===== src/rtl/pop_rr_arbiter_if.sv =====
// Bus between the five FWFT source FIFOs, the pop arbiter and the downstream consumer.
// The arbiter takes the slave modport and the environment takes the master modport.
interface pop_rr_arbiter_if #(
  parameter int unsigned DATA_W = 6
);
  logic              fifo0_empty;
  logic              fifo1_empty;
  logic              fifo2_empty;
  logic              fifo3_empty;
  logic              fifo4_empty;
  logic [DATA_W-1:0] fifo0_data;
  logic [DATA_W-1:0] fifo1_data;
  logic [DATA_W-1:0] fifo2_data;
  logic [DATA_W-1:0] fifo3_data;
  logic [DATA_W-1:0] fifo4_data;
  logic              pause;
  logic              fifo0_pop;
  logic              fifo1_pop;
  logic              fifo2_pop;
  logic              fifo3_pop;
  logic              fifo4_pop;
  logic [DATA_W-1:0] data_out;
  logic              valid;
  logic [2:0]        idx;
  logic              IDLE;

  modport master (
    output fifo0_empty, fifo1_empty, fifo2_empty, fifo3_empty, fifo4_empty,
    output fifo0_data, fifo1_data, fifo2_data, fifo3_data, fifo4_data,
    output pause,
    input  fifo0_pop, fifo1_pop, fifo2_pop, fifo3_pop, fifo4_pop,
    input  data_out, valid, idx, IDLE
  );

  modport slave (
    input  fifo0_empty, fifo1_empty, fifo2_empty, fifo3_empty, fifo4_empty,
    input  fifo0_data, fifo1_data, fifo2_data, fifo3_data, fifo4_data,
    input  pause,
    output fifo0_pop, fifo1_pop, fifo2_pop, fifo3_pop, fifo4_pop,
    output data_out, valid, idx, IDLE
  );
endinterface


===== src/rtl/pop_rr_arbiter.sv =====
// Round-robin pop arbiter over five FWFT FIFOs feeding the pop counter bank.
// Pop strobes are combinational and state-gated; the popped word is registered one cycle later.
module pop_rr_arbiter #(
  parameter int unsigned DATA_W = 6,
  parameter int unsigned NUM_Q  = 5
) (
  input  logic                 clk,
  input  logic                 reset_L,
  pop_rr_arbiter_if.slave      bus
);
  localparam int unsigned IDX_W = 3;

  typedef enum logic [1:0] {
    S_RESET  = 2'd0,
    S_INIT   = 2'd1,
    S_IDLE   = 2'd2,
    S_ACTIVE = 2'd3
  } state_t;

  state_t            state;
  logic [IDX_W-1:0]  rr_ptr;
  logic [IDX_W-1:0]  grant_idx;
  logic              grant_found;
  logic              pop_en;
  logic              do_pop;
  logic [NUM_Q-1:0]  empty_vec;
  logic [NUM_Q-1:0]  pop_vec;
  logic [DATA_W-1:0] grant_data;

  assign empty_vec = {bus.fifo4_empty, bus.fifo3_empty, bus.fifo2_empty,
                      bus.fifo1_empty, bus.fifo0_empty};

  // Pops only from IDLE/ACTIVE; RESET is entered asynchronously so pops drop with reset_L.
  assign pop_en = ((state == S_IDLE) || (state == S_ACTIVE)) && !bus.pause;
  assign do_pop = pop_en && grant_found;

  // First non-empty FIFO scanning upward from rr_ptr, wrapping modulo NUM_Q.
  always_comb begin
    int unsigned cand;
    grant_found = 1'b0;
    grant_idx   = '0;
    cand        = 0;
    for (int unsigned k = 0; k < NUM_Q; k++) begin
      cand = (32'(rr_ptr) + k) % NUM_Q;
      if (!grant_found && !empty_vec[cand]) begin
        grant_found = 1'b1;
        grant_idx   = IDX_W'(cand);
      end
    end
  end

  always_comb begin
    case (grant_idx)
      3'd0:    grant_data = bus.fifo0_data;
      3'd1:    grant_data = bus.fifo1_data;
      3'd2:    grant_data = bus.fifo2_data;
      3'd3:    grant_data = bus.fifo3_data;
      3'd4:    grant_data = bus.fifo4_data;
      default: grant_data = '0;
    endcase
  end

  always_comb begin
    pop_vec = '0;
    if (do_pop) pop_vec[grant_idx] = 1'b1;
  end

  assign bus.fifo0_pop = pop_vec[0];
  assign bus.fifo1_pop = pop_vec[1];
  assign bus.fifo2_pop = pop_vec[2];
  assign bus.fifo3_pop = pop_vec[3];
  assign bus.fifo4_pop = pop_vec[4];

  // State, pointer and registered output word.
  always_ff @(posedge clk or negedge reset_L) begin
    if (!reset_L) begin
      state        <= S_RESET;
      rr_ptr       <= '0;
      bus.data_out <= '0;
      bus.valid    <= 1'b0;
      bus.idx      <= '0;
      bus.IDLE     <= 1'b0;
    end else begin
      bus.valid <= do_pop;
      if (do_pop) begin
        bus.data_out <= grant_data;
        bus.idx      <= grant_idx;
        rr_ptr       <= (grant_idx == IDX_W'(NUM_Q - 1)) ? '0 : grant_idx + IDX_W'(1);
      end
      case (state)
        S_RESET: begin
          state    <= S_INIT;
          bus.IDLE <= 1'b0;
        end
        S_INIT: begin
          state    <= S_IDLE;
          bus.IDLE <= 1'b1;
        end
        S_IDLE: begin
          if (do_pop) begin
            state    <= S_ACTIVE;
            bus.IDLE <= 1'b0;
          end else begin
            bus.IDLE <= 1'b1;
          end
        end
        S_ACTIVE: begin
          // Pause always means no pop, so either condition returns to IDLE.
          if (!grant_found || bus.pause) begin
            state    <= S_IDLE;
            bus.IDLE <= 1'b1;
          end else begin
            bus.IDLE <= 1'b0;
          end
        end
        default: begin
          state    <= S_RESET;
          bus.IDLE <= 1'b0;
        end
      endcase
    end
  end
endmodule


===== src/flat_wrapper.sv =====
// flat-port wrapper written by rule: the top's interface ports become plain ports
module pop_rr_arbiter_flat 
#(
  parameter int unsigned DATA_W = 6,
  parameter int unsigned NUM_Q  = 5
)
  (clk, reset_L, bus_fifo0_empty, bus_fifo1_empty, bus_fifo2_empty, bus_fifo3_empty, bus_fifo4_empty, bus_fifo0_data, bus_fifo1_data, bus_fifo2_data, bus_fifo3_data, bus_fifo4_data, bus_pause, bus_fifo0_pop, bus_fifo1_pop, bus_fifo2_pop, bus_fifo3_pop, bus_fifo4_pop, bus_data_out, bus_valid, bus_idx, bus_IDLE);
  pop_rr_arbiter_if #(.DATA_W(DATA_W)) bus_i ();
  input  logic clk;
  input  logic reset_L;
  input wire logic [$bits(bus_i.fifo0_empty)-1:0] bus_fifo0_empty;
  input wire logic [$bits(bus_i.fifo1_empty)-1:0] bus_fifo1_empty;
  input wire logic [$bits(bus_i.fifo2_empty)-1:0] bus_fifo2_empty;
  input wire logic [$bits(bus_i.fifo3_empty)-1:0] bus_fifo3_empty;
  input wire logic [$bits(bus_i.fifo4_empty)-1:0] bus_fifo4_empty;
  input wire logic [$bits(bus_i.fifo0_data)-1:0] bus_fifo0_data;
  input wire logic [$bits(bus_i.fifo1_data)-1:0] bus_fifo1_data;
  input wire logic [$bits(bus_i.fifo2_data)-1:0] bus_fifo2_data;
  input wire logic [$bits(bus_i.fifo3_data)-1:0] bus_fifo3_data;
  input wire logic [$bits(bus_i.fifo4_data)-1:0] bus_fifo4_data;
  input wire logic [$bits(bus_i.pause)-1:0] bus_pause;
  output wire logic [$bits(bus_i.fifo0_pop)-1:0] bus_fifo0_pop;
  output wire logic [$bits(bus_i.fifo1_pop)-1:0] bus_fifo1_pop;
  output wire logic [$bits(bus_i.fifo2_pop)-1:0] bus_fifo2_pop;
  output wire logic [$bits(bus_i.fifo3_pop)-1:0] bus_fifo3_pop;
  output wire logic [$bits(bus_i.fifo4_pop)-1:0] bus_fifo4_pop;
  output wire logic [$bits(bus_i.data_out)-1:0] bus_data_out;
  output wire logic [$bits(bus_i.valid)-1:0] bus_valid;
  output wire logic [$bits(bus_i.idx)-1:0] bus_idx;
  output wire logic [$bits(bus_i.IDLE)-1:0] bus_IDLE;
  assign bus_i.fifo0_empty = bus_fifo0_empty;
  assign bus_i.fifo1_empty = bus_fifo1_empty;
  assign bus_i.fifo2_empty = bus_fifo2_empty;
  assign bus_i.fifo3_empty = bus_fifo3_empty;
  assign bus_i.fifo4_empty = bus_fifo4_empty;
  assign bus_i.fifo0_data = bus_fifo0_data;
  assign bus_i.fifo1_data = bus_fifo1_data;
  assign bus_i.fifo2_data = bus_fifo2_data;
  assign bus_i.fifo3_data = bus_fifo3_data;
  assign bus_i.fifo4_data = bus_fifo4_data;
  assign bus_i.pause = bus_pause;
  assign bus_fifo0_pop = bus_i.fifo0_pop;
  assign bus_fifo1_pop = bus_i.fifo1_pop;
  assign bus_fifo2_pop = bus_i.fifo2_pop;
  assign bus_fifo3_pop = bus_i.fifo3_pop;
  assign bus_fifo4_pop = bus_i.fifo4_pop;
  assign bus_data_out = bus_i.data_out;
  assign bus_valid = bus_i.valid;
  assign bus_idx = bus_i.idx;
  assign bus_IDLE = bus_i.IDLE;
  pop_rr_arbiter #(.DATA_W(DATA_W), .NUM_Q(NUM_Q)) u_core (.clk(clk), .reset_L(reset_L), .bus(bus_i));
endmodule

===== config.mk =====
export PLATFORM = sky130hd
export DESIGN_NAME = pop_rr_arbiter_flat
export DESIGN_NICKNAME = d
export VERILOG_FILES = /design/src/rtl/pop_rr_arbiter_if.sv /design/src/rtl/pop_rr_arbiter.sv /design/src/flat_wrapper.sv
export SDC_FILE = /design/constraint.sdc
export NUM_CORES = 1
export LEC_CHECK = 0
export CORE_ASPECT_RATIO = 1.1
export CORE_MARGIN = 5
export CORE_UTILIZATION = 45
export DETAILED_ROUTE_END_ITERATION = 8
export GPL_TIMING_DRIVEN = 0
export PLACE_DENSITY_LB_ADDON = 0.15
export SLEW_MARGIN = 20
export SYNTH_ARGS = -nofsm -noshare
export SYNTH_HDL_FRONTEND = slang
export SYNTH_SLANG_ARGS = --single-unit

===== constraint.sdc =====
create_clock -name clk -period 12.2 [get_ports clk]
set_input_delay 1.83 -clock clk [delete_from_list [all_inputs] [get_ports clk]]
set_output_delay 1.83 -clock clk [all_outputs]
set_load 0.05 [all_outputs]

==> out/qor.yml <==
status: "completed"
ios: 54
layout_common_cells: "52 x clkdlybuf4s50_1, 33 x nand2_1, 26 x ha_1"
cp.required_ps: 10370
h-tree-depth: 1
post_drt_wl_per_cell_um: 17.2
finalMaxSlewViolations: 0
cts_tree: "built"
die_w_um: 84.1
min_from: "u_core.state[0]"
postCtsSetupBuffers: 0
fin_skew_ps: 1.39
critPathLaunchType: "flop"
die-height_um: 91.5
place_congestion: 0.875
grt_max_degree: 17
dp_hpwl_um: 6360
cts_buffers: 3
antenna_found_initial: 0
fmax_mhz: 110
r2r_start: "u_core.rr_ptr[0]"
ys_warn_count: 0
synth-edff-count: 0
syn-num-nets: 401
dieArea_um2: 7690
ctsHoldBuffers: 0
final_common_cell: "clkdlybuf4s50_1"
overflow: 0
drv_cap: 0
critPathMaxFanout: 13
synthCells: 337
grt_usage_pct: 20.6
ys.flop_type: "dfrtp_1"
clkLatencyLatePin_ps: 250
finalNetCount: 458
cts_root_buffer: "clkbuf_8"
vias: 2819
timing.critical_path.from: "u_core.rr_ptr[0]"
n_antenna_cell: 0
hold_violations: 0
tightestPinTransition_ps: 691
clk_pin_slew_ps: 60
finalNonFillerCells: 470
worst_setup_path_end_kind: "primary output"
synthesis.area_um2: 2720
cts_resized: 0
cp.arrival_ps: 7250
clockBufferDepth: 2
maxSlewHeadroom_pct: 53.8
core_area_um2: 5810
drtIter0Drc: 130
drive_above_1_share_pct: 11.7
crit_type: "flop to primary output"
grt_pass1_wl_um: 13200
postSynth.asyncResetShare_pct: 100
synth_area_per_cell_um2: 8.06
via_per_inst: 6.00
n_fill_cell: 570
clock_sinks: 16
drt_wl_total_um: 8090
finalSetupTns_ps: 0
io_buffers: 52
dr.pass1.iters: 4
synth.distinct_cells: 70
synth-seq-cells: 16
rsz0062_at_grt: "no"
first_global_vias: 2737
fin_crit_sh_pct: 74.4
start_util_pct: 46.8
dpl.cell_count: 466
postRouteAntennaNets: 0
rows: 29
ff_latch_area_um2: 400
setup_violations: 0
hold_ws_ps: 456
finalWorstPathRequiredPeriod_ps: 9080
seq_area_frac_synth_pct: 14.7
multi_input_area_um2: 2140
worstHoldPathType: "flop to flop"
area_delta_synth_final_pct: 24.7
drc: 0
## worst max-delay path, stage by stage, from the launching register on
cell and delay [ps]:
dfrtp_1 470, buf_4 230, buf_2 200, inv_1 110, clkbuf_1 540, ha_1 340
inv_1 100, ha_1 350, inv_1 140, ha_1 220, nor3_1 70, o21ai_0 520
nand2_1 200, ha_1 240, nand2b_1 170, a2bb2oi_4 270, mux2_2 400, or2_2 310
and3b_1 170, a2111oi_0 540, or2_1 180, buf_2 190, and4_1 210, clkdlybuf4s50_1 800
## metal layers
metal  global-route usage, %  part of all wire [%]
met1                    28.1                    47
met2                    35.1                    48
met3                    1.45                   3.4
met4                    5.09                   1.8
met5                       0                     0
## Yosys cell counts, types with 3 or more instances
cell       n  area share, %
a211o_1    5            1.6
a211oi_1  10            2.8
a21boi_0   6            1.7
a21o_1     4            1.1
a21oi_1   23            4.2
a221oi_1   3           0.97
a222oi_1   6            2.2
a31oi_1    3           0.69
and2_1     3           0.69
and3b_1    3           0.97
and4_1     3           0.97
buf_2      9            1.7
clkbuf_1   7           0.97
dfrtp_1   16             15
ha_1      26             12
inv_1     21            2.9
mux2_2     9            3.7
mux2i_1   11            4.1
nand2_1   33            4.6
nand2b_1   8            1.8
nand3_1    6            1.1
nor2_1    22            3.0
nor2b_1    6            1.4
nor3_1     4           0.74
nor4_1     5            1.2
o211a_1    4            1.5
o211ai_1   5            1.4
o21ai_0   16            2.9
or2_2      5            1.2
or3_1      3           0.69
xnor2_1    4            1.3
## path summary, 6_finish.rpt
kind / cells past startpoint / to / slack [ps]
worst max-delay path: 23 / bus_fifo0_pop / 3120
worst min-delay path: 1 / u_core.state[1] / 460
worst max register to register: 26 / u_core.bus.data_out[0] / 4940
worst min register to register: 1 / u_core.state[1] / 460
max in group asynchronous: 1 / u_core.rr_ptr[0] / 9770
min in group asynchronous: 1 / u_core.bus.data_out[1] / 2000
## cell families (layout without fill, tap and decap cells)
family	count (synthesis)	count (layout)	synth area share [%]
adder cells (fa/ha/maj)	26	26	12.0
flip-flops	16	16	14.7
buffers and inverters	41	97	6.50
multiplexers	24	24	10.6
AND/OR/NAND/NOR	108	108	20.2
XOR/XNOR	6	6	2.21
AO/OA/AOI/OAI	116	116	33.8
## per-stage QoR
| step | cell area, um^2 | setup slack (ps) | util, % |
|---|---|---|---|
| global route | 3390 | 2740 | 58.3 |
| CTS | 3390 | 3180 | 58.3 |
| finish | 3390 | 3120 | 58.3 |
| global placement | 3330 | 3510 | 57.4 |
| detailed placement | 3330 | 3460 | 57.4 |
| floorplan | 2720 | 4170 | - |
## state kept, by name (all words and copies together) (netlist names)
signal / count
u_core.bus.IDLE: 1
u_core.bus.data_out: 6
u_core.bus.idx: 3
u_core.bus.valid: 1
u_core.rr_ptr: 3
u_core.state: 2
## cell type report
class | count | area share, %
inverter | 23 | 2.55
clock buffer | 4 | 1.63
sequential | 16 | 11.8
multi-input combinational | 280 | 63.1
tap | 77 | 2.84
timing repair buffer | 52 | 15.4
buffer | 18 | 2.66
Power is left out: the tool's default activity adds up to more than one toggle a clock period on the data nets, which glitch-free logic cannot reach.
==> RTL edit 1 (config.mk and constraints unchanged) <==
The 4 states of `state_t` get a one-hot encoding in 4 bits.
--- a/src/rtl/pop_rr_arbiter.sv
+++ b/src/rtl/pop_rr_arbiter.sv
@@ -12,7 +12,7 @@
 
-  typedef enum logic [1:0] {
-    S_RESET  = 2'd0,
-    S_INIT   = 2'd1,
-    S_IDLE   = 2'd2,
-    S_ACTIVE = 2'd3
+  typedef enum logic [3:0] {
+    S_RESET  = 4'b0001,
+    S_INIT   = 4'b0010,
+    S_IDLE   = 4'b0100,
+    S_ACTIVE = 4'b1000
   } state_t;
Behaviour: same outputs for any inputs over 4 cycles, from zero or initial values and one cycle with reset_L low; so few cycles prove little.
==> RTL edit 1 against the original RTL <==
Wire length down 1.6%; worst setup slack got worse by 0.0031 ns; synthesized area is 5.5% higher; non-clock buffer count is 1 higher; cell count rose by 0.64%; critical path depth is the same; design area grew 3.7%; critical path type unchanged; sequential cell count is 2 higher.
Power is not shown: default switching activity piles up to over one toggle a cycle in this logic, so the estimate is an artifact.
==> RTL edit 1: results (changes against the original RTL) <==
| Metric | Value |
|---|---|
| Status | finished clean (unchanged) |
| Post-CTS Setup Inserts | 0 (unchanged) |
| Yosys cell types | 74 (was 70) |
| Worst Path Arrival | 7.25 ns (about the same) |
| Initial DRC Count | 161 (was 130) |
| Seq/Total Area, Yosys | 0.158 (was 0.147) |
| Count of input and output buffers | 50 (was 52) |
| Syn. warnings | 0 (unchanged) |
| CTS resizes | 0 (unchanged) |
| Global router's overall resource usage | 0.204 (was 0.206) |
| Synth top area cells | dfrtp_1, ha_1, mux2_2, mux2i_1, nand2_1 (was dfrtp_1, ha_1, nand2_1, a21oi_1, mux2i_1) |
| Via count | 2754 (was 2819) |
| Gpl congestion | 0.834 (was 0.875) |
| Initial antenna violation count | 0 (unchanged) |
| Hold Crit Class | reg -> reg (unchanged) |
| Synth async-reset ratio | 1.00 (unchanged) |
| Biggest regs | u_core.bus.data_out: 6 flops, u_core.state: 4 flops (was u_core.bus.data_out: 6 flops, u_core.bus.idx: 3 flops, u_core.rr_ptr: 3 flops) |
| CP max FO | 13 (unchanged) |
| Routed len/inst | 16.8 um (was 17.2 um) |
| Relative slew margins | 0.455 (was 0.538) |
| Most frequent cells after synthesis | nand2_1, nor2_1, ha_1, dfrtp_1, inv_1 (was nand2_1, ha_1, a21oi_1, nor2_1, inv_1) |
| Min cycle time layout | 9.08 ns (about the same) |
| Yosys top cell by area | dfrtp_1 (unchanged) |
| Clock root cell | clkbuf_8 (unchanged) |
| Critical path's largest stage delay | 0.83 ns (was 0.80 ns) |
| Slowest CP cell | clkdlybuf4s50_1 (unchanged) |
| Clock transition at path regs | 0.07 ns |
| HPWL Detailed | 6290 um (was 6360 um) |
| Pin count of the biggest net entering global routing | 19 (was 17) |
| Layout cells sized above 1 | 0.155 (was 0.117) |
| Setup Skew | 0.00582 ns (was 0.00139 ns) |
| Cell family with most CP delay | buffers and inverters (unchanged) |
| DP Worst Slack | 3.43 ns (was 3.46 ns) |
| First-pass GRT wire length | 13400 um (was 13200 um) |
| DR pass1 iterations | 4 (unchanged) |
| Skew-Pair Late Insertion Delay | 0.25 ns (about the same) |
| Fillers | 593 (was 570) |
| Reg2reg setup slack | 4.85 ns (was 4.94 ns) |
| CTS max path bufs | 2 (unchanged) |
| Net Count, Synth | 403 (was 401) |
RTL edit 1: cell types whose count changed after synthesis, sizes merged, moves of 4 or more:
| cell | change |
|---|---|
| mux2 | +4 |
| inv | -5 |
| mux2i | +4 |
| a211o | -5 |
| a21oi | -9 |
| a22o | +7 |
| nor2 | +6 |
| nor3b | +4 |
| a222oi | -6 |
RTL edit 1: worst paths after layout:
kind	cells past startpoint	start	end
setup / recovery	23	u_core.rr_ptr[0]	bus_fifo2_pop
hold / removal	1	u_core.bus.idx[2]	u_core.bus.idx[2]
setup reg to reg	25	u_core.rr_ptr[0]	u_core.bus.data_out[1]
hold reg to reg	1	u_core.bus.idx[2]	u_core.bus.idx[2]
max in group asynchronous	1	reset_L	u_core.bus.valid
min in group asynchronous	1	reset_L	u_core.bus.data_out[1]
RTL edit 1: layout make-up:
type                    count  share of cell area
clock buffers               4              0.0128
repair buffers             50               0.143
flip-flops and latches     18               0.129
inverters                  18              0.0196
well taps                  80              0.0285
multi-input cells         282               0.638
plain buffers              21              0.0299
RTL edit 1: cells by family (layout without fill, tap and decap cells):
family / Yosys count / after routing / share of synthesized area
DFF: 18 / 18 / 0.158
xor gates and xnor gates: 8 / 8 / 0.0323
and+or+nand+nor: 112 / 112 / 0.209
AOI/OAI and AO/OA: 102 / 102 / 0.279
buffers and inverters: 39 / 93 / 0.0607
adders and majority gates: 26 / 26 / 0.116
muxes: 34 / 34 / 0.145
RTL edit 1: layer usage:
metal | wire, um | vias to the layer above | track usage | part of all wire
li1 | - | 1378 | - | -
met1 | 3460 | 1289 | 0.255 | 0.43
met2 | 3980 | 75 | 0.360 | 0.50
met3 | 360 | 12 | 0.0228 | 0.045
met4 | 164 | 0 | 0.0686 | 0.021
met5 | 0 | - | 0 | 0
RTL edit 1: metrics by stage:
| stage | cell area [sq um] | hold WS, ns | std cells | util |
|---|---|---|---|---|
| final | 3510 | 0.500 | 473 | 0.567 |
| after CTS | 3510 | 0.505 | 473 | 0.567 |
| after floorplan | 2870 | 0.475 | 339 | - |
| after global placement | 3470 | 0.475 | 469 | 0.560 |
| after global routing | 3510 | 0.542 | 473 | 0.567 |
| after detailed placement | 3470 | 0.486 | 469 | 0.560 |
==> RTL edit 2 (same settings) <==
Without the edit above. `DATA_W` is set to 6 in 3 places; all go to 3.
--- a/src/rtl/pop_rr_arbiter_if.sv
+++ b/src/rtl/pop_rr_arbiter_if.sv
@@ -3,3 +3,3 @@
 interface pop_rr_arbiter_if #(
-  parameter int unsigned DATA_W = 6
+  parameter int unsigned DATA_W = 3
 );
--- a/src/rtl/pop_rr_arbiter.sv
+++ b/src/rtl/pop_rr_arbiter.sv
@@ -3,3 +3,3 @@
 module pop_rr_arbiter #(
-  parameter int unsigned DATA_W = 6,
+  parameter int unsigned DATA_W = 3,
   parameter int unsigned NUM_Q  = 5
--- a/src/flat_wrapper.sv
+++ b/src/flat_wrapper.sv
@@ -3,3 +3,3 @@
 #(
-  parameter int unsigned DATA_W = 6,
+  parameter int unsigned DATA_W = 3,
   parameter int unsigned NUM_Q  = 5
Interface: changed (6 resized); port bits go from 54 to 36. No check against the original RTL was run, so the function may have changed too.
==> RTL edit 2 against the original RTL <==
Critical path depth decreased by 1; non-clock buffer count fell by 24; synthesized area shrank 9.7%; design area shrank 13%; sequential cell count fell by 3; first-iteration DRC count decreased by 16%; core utilization decreased by 3.1 points; worst setup slack improved by 0.22 ns; sequential share of layout area is 0.77 points lower; fmax is 2.5% higher; wire length down 14%; critical path type unchanged; largest cell class unchanged; highest routed layer unchanged.
Power is not shown: default switching activity piles up to over one toggle a cycle in this logic, so the estimate is an artifact.
==> RTL edit 2: results (changes against the original RTL) <==
| Metric | Value |
|---|---|
| Status | finished clean (unchanged) |
| XOR/XNOR share of the synthesized area | 0.0418 (was 0.0221) |
| Initial DRC Count | 109 (was 130) |
| Worst R2R Path Depth | 25 (was 26) |
| HPWL Detailed | 5530 um (was 6360 um) |
| Biggest regs | u_core.bus.data_out: 3 flops, u_core.bus.idx: 3 flops, u_core.rr_ptr: 3 flops (was u_core.bus.data_out: 6 flops, u_core.bus.idx: 3 flops, u_core.rr_ptr: 3 flops) |
| Global router's overall resource usage | 0.203 (was 0.206) |
| End of the critical path | bus_fifo3_pop (was bus_fifo0_pop) |
| Synth top area cells | dfrtp_1, ha_1, nand2_1, nor2_1, mux2i_1 (was dfrtp_1, ha_1, nand2_1, a21oi_1, mux2i_1) |
| Setup Skew | 0.000482 ns (was 0.00139 ns) |
| Count of input and output buffers | 35 (was 52) |
| Antenna diode count | 0 (unchanged) |
| Worst Path Arrival | 7.02 ns (was 7.25 ns) |
| Top_reg_cell synth | dfrtp_1 (unchanged) |
| Reg2reg setup slack | 5.08 ns (was 4.94 ns) |
| Relative slew margins | 0.536 (was 0.538) |
| Compound-cell area share of the yosys netlist | 0.356 (was 0.338) |
| Post-Synth Adder-Cell Area | 0.133 (was 0.120) |
| TritonCTS Buffers | 3 (unchanged) |
| Layout cells sized above 1 | 0.147 (was 0.117) |
| Seq/Total Area, Yosys | 0.133 (was 0.147) |
| Number of global-route vias before repair | 2448 (was 2737) |
| First-pass GRT wire length | 11400 um (was 13200 um) |
| Yosys cell types | 82 (was 70) |
| Pin count of the biggest net entering global routing | 14 (was 17) |
| Fillers | 522 (was 570) |
| # setup viols final | 0 (unchanged) |
| Net Count, Synth | 349 (was 401) |
| Routed WL | 6940 um (was 8090 um) |
| Synth async-reset ratio | 1.00 (unchanged) |
| Gpl congestion | 0.923 (was 0.875) |
| Via density | 5.84 (was 6.00) |
| Hold Path Stages | 1 (unchanged) |
| Critical path's largest stage delay | 0.83 ns (was 0.80 ns) |
| Proportion of synthesized area in mux cells | 0.0546 (was 0.106) |
| Most frequent cells after synthesis | ha_1, nand2_1, nor2_1, inv_1, o21ai_0 (was nand2_1, ha_1, a21oi_1, nor2_1, inv_1) |
| R2R Path End | u_core.bus.data_out[0] (unchanged) |
| Fin nets | 389 (was 458) |
[RTL edit 2: changes by cell type after synthesis, moves of 7 or more]
cell     unedited run  this run
a21oi_1            23        13
mux2_2              9         0
nand2_1            33        23
nor3_1              4        13
o21a_1              1         8
[RTL edit 2: per-layer routing]
metal	global-route usage	wire [um]	vias up
li1	-	-	1220
met1	0.250	3100	1125
met2	0.353	3420	59
met3	0.0197	222	14
met4	0.0968	196	0
met5	0	0	-
[RTL edit 2: logic make-up (layout without fill, tap and decap cells)]
kind of cell / Yosys count / count (layout)
and+or+nand+nor: 103 / 103
xor gates and xnor gates: 10 / 10
adders and majority gates: 26 / 26
DFF: 13 / 13
muxes: 11 / 11
buffers and inverters: 30 / 69
AOI/OAI and AO/OA: 107 / 107
[RTL edit 2: area by class of cell]
cell class | count | area [sq um] | share of cell area
sequential | 13 | 325 | 0.111
buffer | 11 | 81.3 | 0.0276
timing repair buffer | 35 | 350 | 0.119
inverter | 19 | 71.3 | 0.0242
multi-input combinational | 257 | 1970 | 0.671
tap | 75 | 93.8 | 0.0319
clock inverter | 1 | 5.00 | 0.00170
clock buffer | 3 | 41.3 | 0.0140
[RTL edit 2: worst max-delay path, delay by kind of cell, from the launching register on]
kind	cells	cell delay, ns
muxes	1	0.53
DFF	1	0.56
and+or+nand+nor	3	0.61
buffers and inverters	9	2.45
xor gates and xnor gates	2	0.48
adders and majority gates	4	1.15
AOI/OAI and AO/OA	3	0.97
[RTL edit 2: worst min-delay path by stage]
stage               startpoint         endpoint  slack (ns)
2_1_floorplan  u_core.state[0]  u_core.state[1]        0.42
3_3_place_gp   u_core.state[0]  u_core.state[1]        0.43
3_5_place_dp   u_core.state[0]  u_core.state[1]        0.44
4_1_cts        u_core.state[0]  u_core.state[1]        0.45
5_1_grt        u_core.state[0]  u_core.state[1]        0.47
6_report       u_core.state[0]  u_core.state[1]        0.45
[RTL edit 2: per-stage QoR]
step | std cells | utilization | hold WS, ns | cell area [sq um] | worst slack (ns)
finish | 414 | 0.553 | 0.449 | 2940 | 3.35
global route | 414 | 0.553 | 0.466 | 2940 | 2.76
CTS | 414 | 0.553 | 0.455 | 2940 | 3.33
detailed placement | 410 | 0.544 | 0.437 | 2900 | 3.63
global placement | 410 | 0.544 | 0.431 | 2900 | 3.64
floorplan | 300 | - | 0.423 | 2450 | 4.60
